**config.mk**
```make
export PLATFORM = sky130hd
export DESIGN_NAME = alu_result_stage
export DESIGN_NICKNAME = d
export VERILOG_FILES = /design/src/rtl/alu_pkg.sv /design/src/rtl/result_fifo.sv /design/src/rtl/alu_result_stage.sv
export SDC_FILE = /design/constraint.sdc
export NUM_CORES = 1
export LEC_CHECK = 0
export ABC_AREA = 0
export CORE_MARGIN = 8
export CORE_UTILIZATION = 40
export DETAILED_ROUTE_END_ITERATION = 8
export PLACE_DENSITY_LB_ADDON = 0.3
export SLEW_MARGIN = 10
export SYNTH_ARGS = -nofsm -noshare
export SYNTH_HDL_FRONTEND = slang
export SYNTH_SLANG_ARGS = --single-unit
```
**constraint.sdc**
```tcl
create_clock -name Clock -period 3.2 [get_ports Clock]
set_clock_uncertainty 0.1 [all_clocks]
set_input_delay 0.48 -clock Clock [delete_from_list [all_inputs] [get_ports Clock]]
set_output_delay 0.48 -clock Clock [all_outputs]
set_load 0.01 [all_outputs]
```
**src/rtl/alu_pkg.sv**
```systemverilog
// Shared definitions for the ALU result stage: flag bit positions,
// branch condition codes and the condition evaluator.
package alu_pkg;

    localparam int FLAG_Z = 3;
    localparam int FLAG_C = 2;
    localparam int FLAG_N = 1;
    localparam int FLAG_O = 0;

    localparam logic [3:0] COND_AL = 4'd0;
    localparam logic [3:0] COND_EQ = 4'd1;
    localparam logic [3:0] COND_NE = 4'd2;
    localparam logic [3:0] COND_CS = 4'd3;
    localparam logic [3:0] COND_CC = 4'd4;
    localparam logic [3:0] COND_MI = 4'd5;
    localparam logic [3:0] COND_PL = 4'd6;
    localparam logic [3:0] COND_VS = 4'd7;
    localparam logic [3:0] COND_VC = 4'd8;
    localparam logic [3:0] COND_HI = 4'd9;
    localparam logic [3:0] COND_LS = 4'd10;
    localparam logic [3:0] COND_GE = 4'd11;
    localparam logic [3:0] COND_LT = 4'd12;
    localparam logic [3:0] COND_GT = 4'd13;
    localparam logic [3:0] COND_LE = 4'd14;
    localparam logic [3:0] COND_NV = 4'd15;

    // {Z,C,N,O}, Z in the MSB
    typedef logic [3:0] flags_t;

    function automatic logic cond_eval(input logic [3:0] cc, input flags_t f);
        logic z, c, n, o;
        logic res;
        z = f[FLAG_Z];
        c = f[FLAG_C];
        n = f[FLAG_N];
        o = f[FLAG_O];
        case (cc)
            COND_AL: res = 1'b1;
            COND_EQ: res = z;
            COND_NE: res = !z;
            COND_CS: res = c;
            COND_CC: res = !c;
            COND_MI: res = n;
            COND_PL: res = !n;
            COND_VS: res = o;
            COND_VC: res = !o;
            COND_HI: res = c & !z;
            COND_LS: res = !c | z;
            COND_GE: res = (n == o);
            COND_LT: res = (n != o);
            COND_GT: res = !z & (n == o);
            COND_LE: res = z | (n != o);
            default: res = 1'b0;
        endcase
        return res;
    endfunction

endpackage

```
**src/rtl/result_fifo.sv**
```systemverilog
// Small synchronous FIFO holding ALU results awaiting write-back.
// Ready/valid derive from the registered occupancy only, so there is no
// combinational path from the consumer's ready to the producer's ready.
module result_fifo #(
    parameter int DEPTH  = 4,
    parameter int DATA_W = 35
) (
    input  logic                     clk_i,
    input  logic                     rst_i,
    input  logic                     valid_i,
    input  logic [DATA_W-1:0]        data_i,
    output logic                     in_ready_o,
    output logic                     push_o,
    output logic                     out_valid_o,
    input  logic                     out_ready_i,
    output logic [DATA_W-1:0]        data_o,
    output logic [$clog2(DEPTH):0]   count_o
);
    import alu_pkg::*;

    localparam int PTR_W = $clog2(DEPTH);
    localparam int CNT_W = PTR_W + 1;
    localparam logic [CNT_W-1:0] FULL_CNT = CNT_W'(DEPTH);

    logic [DATA_W-1:0] mem_q [DEPTH];
    logic [PTR_W-1:0]  wr_ptr_q, wr_ptr_d;
    logic [PTR_W-1:0]  rd_ptr_q, rd_ptr_d;
    logic [CNT_W-1:0]  count_q, count_d;
    logic              push, pop;

    // Handshake decode and next-state pointers/occupancy
    always_comb begin
        in_ready_o  = (count_q != FULL_CNT);
        out_valid_o = (count_q != '0);
        push        = valid_i & in_ready_o;
        pop         = out_valid_o & out_ready_i;
        wr_ptr_d    = push ? wr_ptr_q + PTR_W'(1) : wr_ptr_q;
        rd_ptr_d    = pop  ? rd_ptr_q + PTR_W'(1) : rd_ptr_q;
        count_d     = count_q;
        if (push && !pop)
            count_d = count_q + CNT_W'(1);
        else if (pop && !push)
            count_d = count_q - CNT_W'(1);
    end

    // Storage and pointers; storage is cleared so the head reads 0 after reset
    always_ff @(posedge clk_i) begin
        if (rst_i) begin
            wr_ptr_q <= '0;
            rd_ptr_q <= '0;
            count_q  <= '0;
            for (int i = 0; i < DEPTH; i++)
                mem_q[i] <= '0;
        end else begin
            wr_ptr_q <= wr_ptr_d;
            rd_ptr_q <= rd_ptr_d;
            count_q  <= count_d;
            if (push)
                mem_q[wr_ptr_q] <= data_i;
        end
    end

    assign push_o  = push;
    assign data_o  = mem_q[rd_ptr_q];
    assign count_o = count_q;

endmodule

```
**src/rtl/alu_result_stage.sv**
```systemverilog
// Result stage after the ALU: queues results for register write-back,
// holds the architectural flag register and decodes branch conditions.
module alu_result_stage #(
    parameter int DEPTH = 4,
    parameter int TAG_W = 3
) (
    input  logic                    Clock,
    input  logic                    Reset,
    input  logic [31:0]             ALUOut,
    input  logic [3:0]              FlagsOut,
    input  logic                    WF,
    input  logic                    InValid,
    input  logic [TAG_W-1:0]        DstTag,
    output logic                    InReady,
    output logic                    OutValid,
    input  logic                    OutReady,
    output logic [31:0]             OutData,
    output logic [TAG_W-1:0]        OutTag,
    output logic [$clog2(DEPTH):0]  Count,
    input  logic                    FlagLoad,
    input  logic [3:0]              FlagIn,
    output logic [3:0]              Flags,
    input  logic [3:0]              CondCode,
    output logic                    CondTrue
);
    import alu_pkg::*;

    localparam int DATA_W = 32 + TAG_W;

    logic [DATA_W-1:0] head;
    logic              push;
    flags_t            flags_q, flags_d;

    result_fifo #(
        .DEPTH  (DEPTH),
        .DATA_W (DATA_W)
    ) u_fifo (
        .clk_i       (Clock),
        .rst_i       (Reset),
        .valid_i     (InValid),
        .data_i      ({ALUOut, DstTag}),
        .in_ready_o  (InReady),
        .push_o      (push),
        .out_valid_o (OutValid),
        .out_ready_i (OutReady),
        .data_o      (head),
        .count_o     (Count)
    );

    assign OutData = head[DATA_W-1:TAG_W];
    assign OutTag  = head[TAG_W-1:0];

    // Flag source select: context restore wins over an accepted flag-writing push
    always_comb begin
        flags_d = flags_q;
        if (FlagLoad)
            flags_d = FlagIn;
        else if (push && WF)
            flags_d = FlagsOut;
    end

    // Architectural flag register
    always_ff @(posedge Clock) begin
        if (Reset)
            flags_q <= '0;
        else
            flags_q <= flags_d;
    end

    assign Flags    = flags_q;
    assign CondTrue = cond_eval(CondCode, flags_q);

endmodule

```
# Yosys cells after proc, flatten, opt, wreduce, memory -nomap -nowiden
# Memories as Yosys holds them, arrays and structs flattened. A register that Yosys moved wholly into a read port is not among the register bits.
# Cells that the tools add are included.
# classes
add_sub_neg,4
eq_ne,17
mux,15
n_bitwise,6
reduce_logical,14
# op_table
operator,n
35-bit 2-to-1 mux,1
35-bit OR reduction,1
"4-bit == test, second input constant",7
"4-bit by 3-bit == test with 1-bit output, second input constant",4
1-bit case mux with 15 select lines,1
"4-bit by 2-bit == test with 1-bit output, second input constant",2
4-bit 2-to-1 mux,2
1-bit logical NOT,6
1-bit 2-to-1 mux,6
2-bit 2-to-1 mux,3
3-bit 2-to-1 mux,2
"2-bit by 1-bit adder with 2-bit output, second input constant",2
1-bit AND,4
"4-bit by 1-bit == test with 1-bit output, second input constant",1
4-bit logical NOT,1
2-bit nonzero test,2
"3-bit by 1-bit adder with 3-bit output, second input constant",1
1-bit logical AND,3
"3-bit inequality test, second input constant",1
3-bit nonzero test,1
"3-bit by 1-bit subtractor with 3-bit output, second input constant",1
1-bit bitwise OR,2
1-bit == test,1
1-bit inequality test,1
# totals
regBits,11
ram_bits,140
inputBits,53
mem_count,1
# mem_list
name,words,word_bits,rd,rd_ports_with_merged_regs,wr,line,text
u_fifo.mem_q,4,35,1,1,4,result_fifo.sv:25,logic [DATA_W-1:0] mem_q [DEPTH];

# Depth between registers and ports, before layout
# Gate-level depths: netlist of the first run.
# logic_depth
depth_word,7
mapped_depth,10

# Hierarchy
# From an unflattened synthesis of the first run, not the netlist that was laid out.
# hier_totals
hier_cells,430
area_unflattened_um2,6860.3
# modules_own_cells
module,instances,cells_each,area_per_inst_um2,seq_area_each_um2
result_fifo,1,386,6483.7,4384.2
alu_result_stage,1,44,376.6,80.1

# Worst setup path after synthesis of the first run
# Ideal clock, no wire load.
# synth_timing
path_kind,flip-flop to flip-flop
startpoint,"reg u_fifo.count_q[0], in the netlist u_fifo.count_o[0]"
endpoint,"mem u_fifo.mem_q[1][0], enable pin"
arrival_ns,2.519
slack_ns,0.146
path_stages_with_launch,5
path_buffers,1
period_less_slack_ns,3.054
path_cell_list,dfxtp_1 -> or3b_1 -> buf_6 -> nand3_1 -> o21bai_1
# synth_lines
item,line,text
start: declaration,result_fifo.sv:28,"logic [CNT_W-1:0] count_q, count_d;"
start signal: assignment,result_fifo.sv:57,count_q <= count_d;
end: declaration,result_fifo.sv:25,

# Final worst setup path of the first run
# layout_timing
startpoint,in CondCode[1]
endpoint,out CondTrue
# layout_between
elab_chain_cells,2
word_cells_on_any_way,16
cone_classes,eq/ne: 14; mux: 1; reduce/logical: 1
# layout_lines
item,line,text
start: declaration,alu_result_stage.sv:23,"input logic [3:0] CondCode,"
4-bit == test (tied with other cells),alu_pkg.sv:37,case (cc)
1-bit case mux with 15 select lines (*),alu_pkg.sv:37,
end: declaration,alu_result_stage.sv:24,output logic CondTrue
# Mark *: on every way between the ends. The rest lies on a longest branch, timed or not.

==> impl_metrics.ini, run 1 <==
[run_status]
outcome = finished clean

[yosys]
synthesis.yosys.warnings = 0
synth_seq_area_share_pct = 65.3
netlist_instances = 429
total_of_flip_flops_plus_latches_after_synthesis = 153
async_set_or_reset_register_ratio_after_synthesis_pct = 0
synthesized_area_um2 = 6840
syn_area_per_cell_um2 = 15.9
synth.distinct_cells = 45
synth_edf_count = 140
synth_ff_type = edfxtp_1
mappedNetlistNets = 484

[timing]
maxSlewHeadroom_pct = 64.6
setup-tns-final_ns = 0
setup_viol = 0
timing.fmax_ghz = 0.328
finalCriticalPeriod_ns = 3.05
final_hold_vio_count = 0
grt_setup_unrepaired = no
final_cycle_utilization_of_the_critical_path_pct = 95.4
final-max-slew-violation-count = 0
tightest_slew_ns = 0.530

[drt]
avgViaCountPerCell = 5.05
drt_first_pass_iters = 4
routed_wire_length_per_instance_um = 19.3
antenna_violating_nets_post_route = 0
route.detailed.drc = 0
routed_wirelength_um = 15000
via_count = 3920
initialDrtViolationCount = 286

[power_and_ir_drop]
seq_power_share_pct = 41.0
p_clk_share_pct = 33.7
p_sw_share_pct = 25.5
total_switching_power_mw = 1.63
internal_power_mw = 4.74
vdd_drop_max_uv = 437
post-layout-total-power_mw = 6.37
leakagePower_nw = 3.19
combinational_cell_fraction_of_total_power_pct = 25.3
power_per_cell_area_nw_per_um2 = 724

[global_route]
grt_start_max_net_pins = 36
first_global_vias = 4285
globalRouteTotalUtil_pct = 14.4
grt_overflow = 0
grt_first_pass_wirelength_um = 23500
antenna_found_initial = 0

[clocking]
post_cts_sizing_count = 0
insertion_delay_ns = 0.42
cts_htree_levels = 4
cts_max_path_buffers = 2
root_driver = clkbuf_16
tritoncts = done
cts.repair_timing.setup_buffer_count = 0
cts_num_sinks = 153
cts.reportedPaths.clkPinSlew_ns = 0.06
number_of_buffers_added_by_the_clock_tree_synthesis_step = 17
cts_hold_buffers = 0

[floorplanning]
die_width_um = 147
fp.dieArea_um2 = 21500
num_rows = 48
floorplan.die.height_um = 147
io_pins = 98
design.core.area_um2 = 17000
start_util_pct = 40.2

[worst_setup_path]
reg2reg_to = u_fifo.count_o[2]
worstPathMaxFanout = 2
timing.critical_path.to = CondTrue
r2r_start = u_fifo.count_o[0]
worst-r2r-cell-count = 9
critical_path_required_ns = 2.62
critPathLaunchType = input pin
setup.worst_path.start = CondCode[1]
crit_type = in2out
cp_data_arrival_time_ns = 2.47
critPathCaptureType = output port
setup.reg_to_reg.worst_slack_ns = 0.80

[run]
max_cap_viol_count = 0

[min_path]
hold_path.class = reg2reg
worst_hold_path.num_cells = 2

[layout]
insertedDiodeCount = 0
layout.cells.most_common_list = and2_1 (140), edfxtp_1 (140), clkdlybuf4s50_1 (97)
n_fill_cell = 1402
flow.area_growth_from_synthesis_pct = 28.6
final_nets = 593
post_route_cells_drive_above_1_share_pct = 18.3

[placement]
gp_routability_congestion = 0.717
dp_hpwl_um = 9360
io_buffer_count = 97
## cells by family (layout without fill, tap and decap cells)
logic type | Yosys count | after routing | synth area share, %
multiplexers | 46 | 46 | 13.2
AO/OA/AOI/OAI | 14 | 14 | 1.57
AND/OR/NAND/NOR | 178 | 178 | 16.3
XOR/XNOR | 7 | 7 | 0.897
adder cells (fa/ha/maj) | 2 | 2 | 0.476
flip-flops | 153 | 153 | 65.3
buffers and inverters | 29 | 151 | 2.23
## worst max-delay path: stages
cell and delay (ns):
clkdlybuf4s50_1 0.42, or4b_1 0.54, o311ai_1 0.12, o31ai_1 0.12, a32oi_1 0.22, clkdlybuf4s50_1 0.57
## cell usage after synthesis (all sizes together) (2+ instances only)
cell	n	area share (%)
and2	140	13
edfxtp	140	62
mux4	35	12
nor2	15	0.90
buf	13	1.3
dfxtp	13	3.8
clkbuf	12	0.71
mux2i	6	0.88
xor2	6	0.77
mux2	5	0.82
nand2	5	0.31
inv	4	0.22
nor3	3	0.38
a211oi	2	0.22
a31o	2	0.26
nand3	2	0.15
nor2b	2	0.18
nor3b	2	0.38
o21bai	2	0.22
or3	2	0.18
## state kept, by name (all words and copies together) (netlist names), named ones only
signal,count
u_fifo.count_o,3
u_fifo.rd_ptr_q,2
u_fifo.wr_ptr_q,2
Flags,4
u_fifo.mem_q,140
## power groups by stage
stage | registers (mW) | logic [mW] | clock network (mW)
global route | 2.65 | 1.73 | 2.25
detailed placement | 2.66 | 1.64 | 0
finish | 2.61 | 1.61 | 2.15
global placement | 2.65 | 1.62 | 0
CTS | 2.62 | 1.64 | 2.17
floorplan | 2.58 | 0.924 | 0
## layout make-up
class                           instances  area, µm²  share of cell area (%)
Sequential cell                       153       4470                    50.8
Clock buffer                           18        429                    4.88
Inverter                                4       15.0                   0.171
Clock inverter                         14        204                    2.32
Timing Repair Buffer                  115       1140                    13.0
Multi-Input combinational cell        247       2250                    25.6
Tap cell                              225        282                    3.20
## metrics by stage
stage               area, µm²  hold slack (ns)  worst slack [ns]  utilization (%)  std cells
finish                   8790            0.419             0.147             51.7        776
global route             8790            0.465             0.107             51.7        776
CTS                      8790            0.422             0.166             51.7        776
detailed placement       8160            0.408             0.180             48.0        744
global placement         8160            0.396             0.243             48.0        744
floorplan                6840            0.385             0.146                -        429
## worst min path at each step
stage / startpoint / to / slack, ns
final: u_fifo.count_o[2] / u_fifo.count_o[2] / 0.42
after CTS: u_fifo.count_o[2] / u_fifo.count_o[2] / 0.42
after floorplan: u_fifo.rd_ptr_q[1] / flop / 0.38
after detailed placement: u_fifo.count_o[2] / u_fifo.count_o[2] / 0.41
after global placement: u_fifo.count_o[2] / u_fifo.count_o[2] / 0.40
after global routing: u_fifo.count_o[2] / u_fifo.count_o[2] / 0.46
## routing by layer
metal / GRT usage, % / vias to the layer above / routed length [µm] / share of wire (%)
li1: - / 1808 / - / -
met1: 17.3 / 1960 / 6430 / 43
met2: 23.8 / 134 / 7220 / 48
met3: 5.66 / 18 / 1130 / 7.6
met4: 3.71 / 0 / 191 / 1.3
met5: 0 / - / 0 / 0
No activity file was read; power rests on OpenSTA's default activity.
==> run 2: changes to the inputs <==
GPL_ROUTABILITY_DRIVEN = 0   (was default)
==> results of run 2 <==
Same layout as run 1: the final DEF is identical, and so are final timing and power.
==> run 3: changes to the inputs <==
CORE_MARGIN = default   (was 8)
CTS_BUF_LIST = sky130_fd_sc_hd__clkbuf_4 sky130_fd_sc_hd__clkbuf_8 sky130_fd_sc_hd__clkbuf_16   (was default)
==> impl_metrics.ini, run 3 (synthesis results as in run 1) <==
[worst_setup_path]
cpPeakStageDelay_ns = 0.57
r2r_start = u_fifo.count_o[0]
setup.worst_path.start = CondCode[1]
worstPathMaxFanout = 9
crit_path_top_delay_cell = clkdlybuf4s50_1
critPathBufInv = 3
critical_path_required_ns = 2.62
cp_data_arrival_time_ns = 2.44
crit_type = in2out
critPathLaunchType = input pin
crit_family = buffers and inverters
most_frequent_cell_on_critical_path = clkdlybuf4s50_1
crit_chain = clkdlybuf4s50_1 -> buf_4 -> nor3b_1 -> o221ai_1 -> o31a_1 -> a32oi_1 -> clkdlybuf4s50_1
critPathCaptureType = output port

[floorplanning]
num_rows = 47
die_width_um = 133
design.core.area_um2 = 16600
fp.dieArea_um2 = 17600
start_util_pct = 41.1
floorplan.die.height_um = 133
io_pins = 98

[timing]
setup_viol = 0
final-max-slew-violation-count = 0
final_hold_vio_count = 0
setup-tns-final_ns = 0
tightest_slew_ns = 0.553
grt_setup_unrepaired = no
final.setup.worst_slack_ns = 0.176
maxSlewHeadroom_pct = 63.1
finalCriticalPeriod_ns = 3.02
final_cycle_utilization_of_the_critical_path_pct = 94.5
timing.fmax_ghz = 0.331

[global_route]
grt_start_max_net_pins = 36
grt_first_pass_wirelength_um = 23400
antenna_found_initial = 0
globalRouteTotalUtil_pct = 18.1
grt_overflow = 0
first_global_vias = 4306

[drt]
drt_first_pass_iters = 4
routed_wirelength_um = 14700
antenna_violating_nets_post_route = 0
avgViaCountPerCell = 5.08
routed_wire_length_per_instance_um = 19.0
via_count = 3918
initialDrtViolationCount = 189
route.detailed.drc = 0

[clocking]
cts_hold_buffers = 0
root_driver = clkbuf_16
cts.repair_timing.setup_buffer_count = 0
tritoncts = done
cts.reportedPaths.clkPinSlew_ns = 0.06
post_cts_sizing_count = 0
cts_htree_levels = 4
insertion_delay_ns = 0.43
number_of_buffers_added_by_the_clock_tree_synthesis_step = 17
cts_max_path_buffers = 2
cts_num_sinks = 153

[placement]
dp_hpwl_um = 8790
io_buffer_count = 97
post-place-cells = 740
dpl_cell_area_um2 = 8160
place_worst_setup_slack_ns = 0.199

[layout]
design_area_um2 = 8720
largest_register = u_fifo.mem_q
flow.area_growth_from_synthesis_pct = 27.6
post_route_cells_drive_above_1_share_pct = 18.3
largest_register_ff_count = 140
insertedDiodeCount = 0
layout.cells.most_common_list = and2_1 (140), edfxtp_1 (140), clkdlybuf4s50_1 (97)
final_cell_count_no_fill = 772
final_nets = 594
final_util_pct = 52.4

[power_and_ir_drop]
leakagePower_nw = 3.18
power_per_cell_area_nw_per_um2 = 703
vdd_drop_max_uv = 475

[min_path]
hold_path.class = reg2reg
hp-start = u_fifo.count_o[2]

[run_status]
outcome = finished clean

[run]
max_cap_viol_count = 0
run 3: path summary, 6_finish.rpt:
path / end / slack (ns) / depth (start not counted)
setup reg to reg: u_fifo.count_o[2] / 0.85 / 9
hold reg to reg: u_fifo.count_o[2] / 0.42 / 2
hold / removal: u_fifo.count_o[2] / 0.42 / 2
setup / recovery: CondTrue / 0.18 / 7
run 3: layout make-up:
class                      count  area (µm²)
sequential                   153        4470
clock buffer                  18         433
inverter                       4        15.0
tap                          220         275
timing repair buffer         116        1150
multi-input combinational    247        2250
clock inverter                14         130
fill                        1372        7920
run 3: per-stage QoR:
step / hold WS (ns) / total power, mW
finish: 0.424 / 6.13
global route: 0.469 / 6.40
CTS: 0.422 / 6.19
detailed placement: 0.409 / 4.28
global placement: 0.397 / 4.24
floorplan: 0.385 / 3.51
run 3: report_power, final:
part / internal [mW] / total [mW] / switching, mW
logic: 0.903 / 1.63 / 0.731
registers: 2.46 / 2.58 / 0.119
clock network: 1.14 / 1.91 / 0.771
run 3: routing by layer:
metal  vias up  GRT usage [%]  part of all wire (%)
met5         -              0                     0
li1       1803              -                     -
met2       117           30.4                    49
met4         0           6.26                   1.3
met3        14           4.71                   4.6
met1      1984           22.9                    45
run 3: worst register-to-register path, cell delays in order (launching register included):
cell and delay [ns]:
dfxtp_1 0.43, or3b_1 0.28, nand2_2 0.16, inv_1 0.11
ha_1 0.19, inv_1 0.06, fa_1 0.37, xor2_1 0.16
or3_1 0.31, a21oi_1 0.13
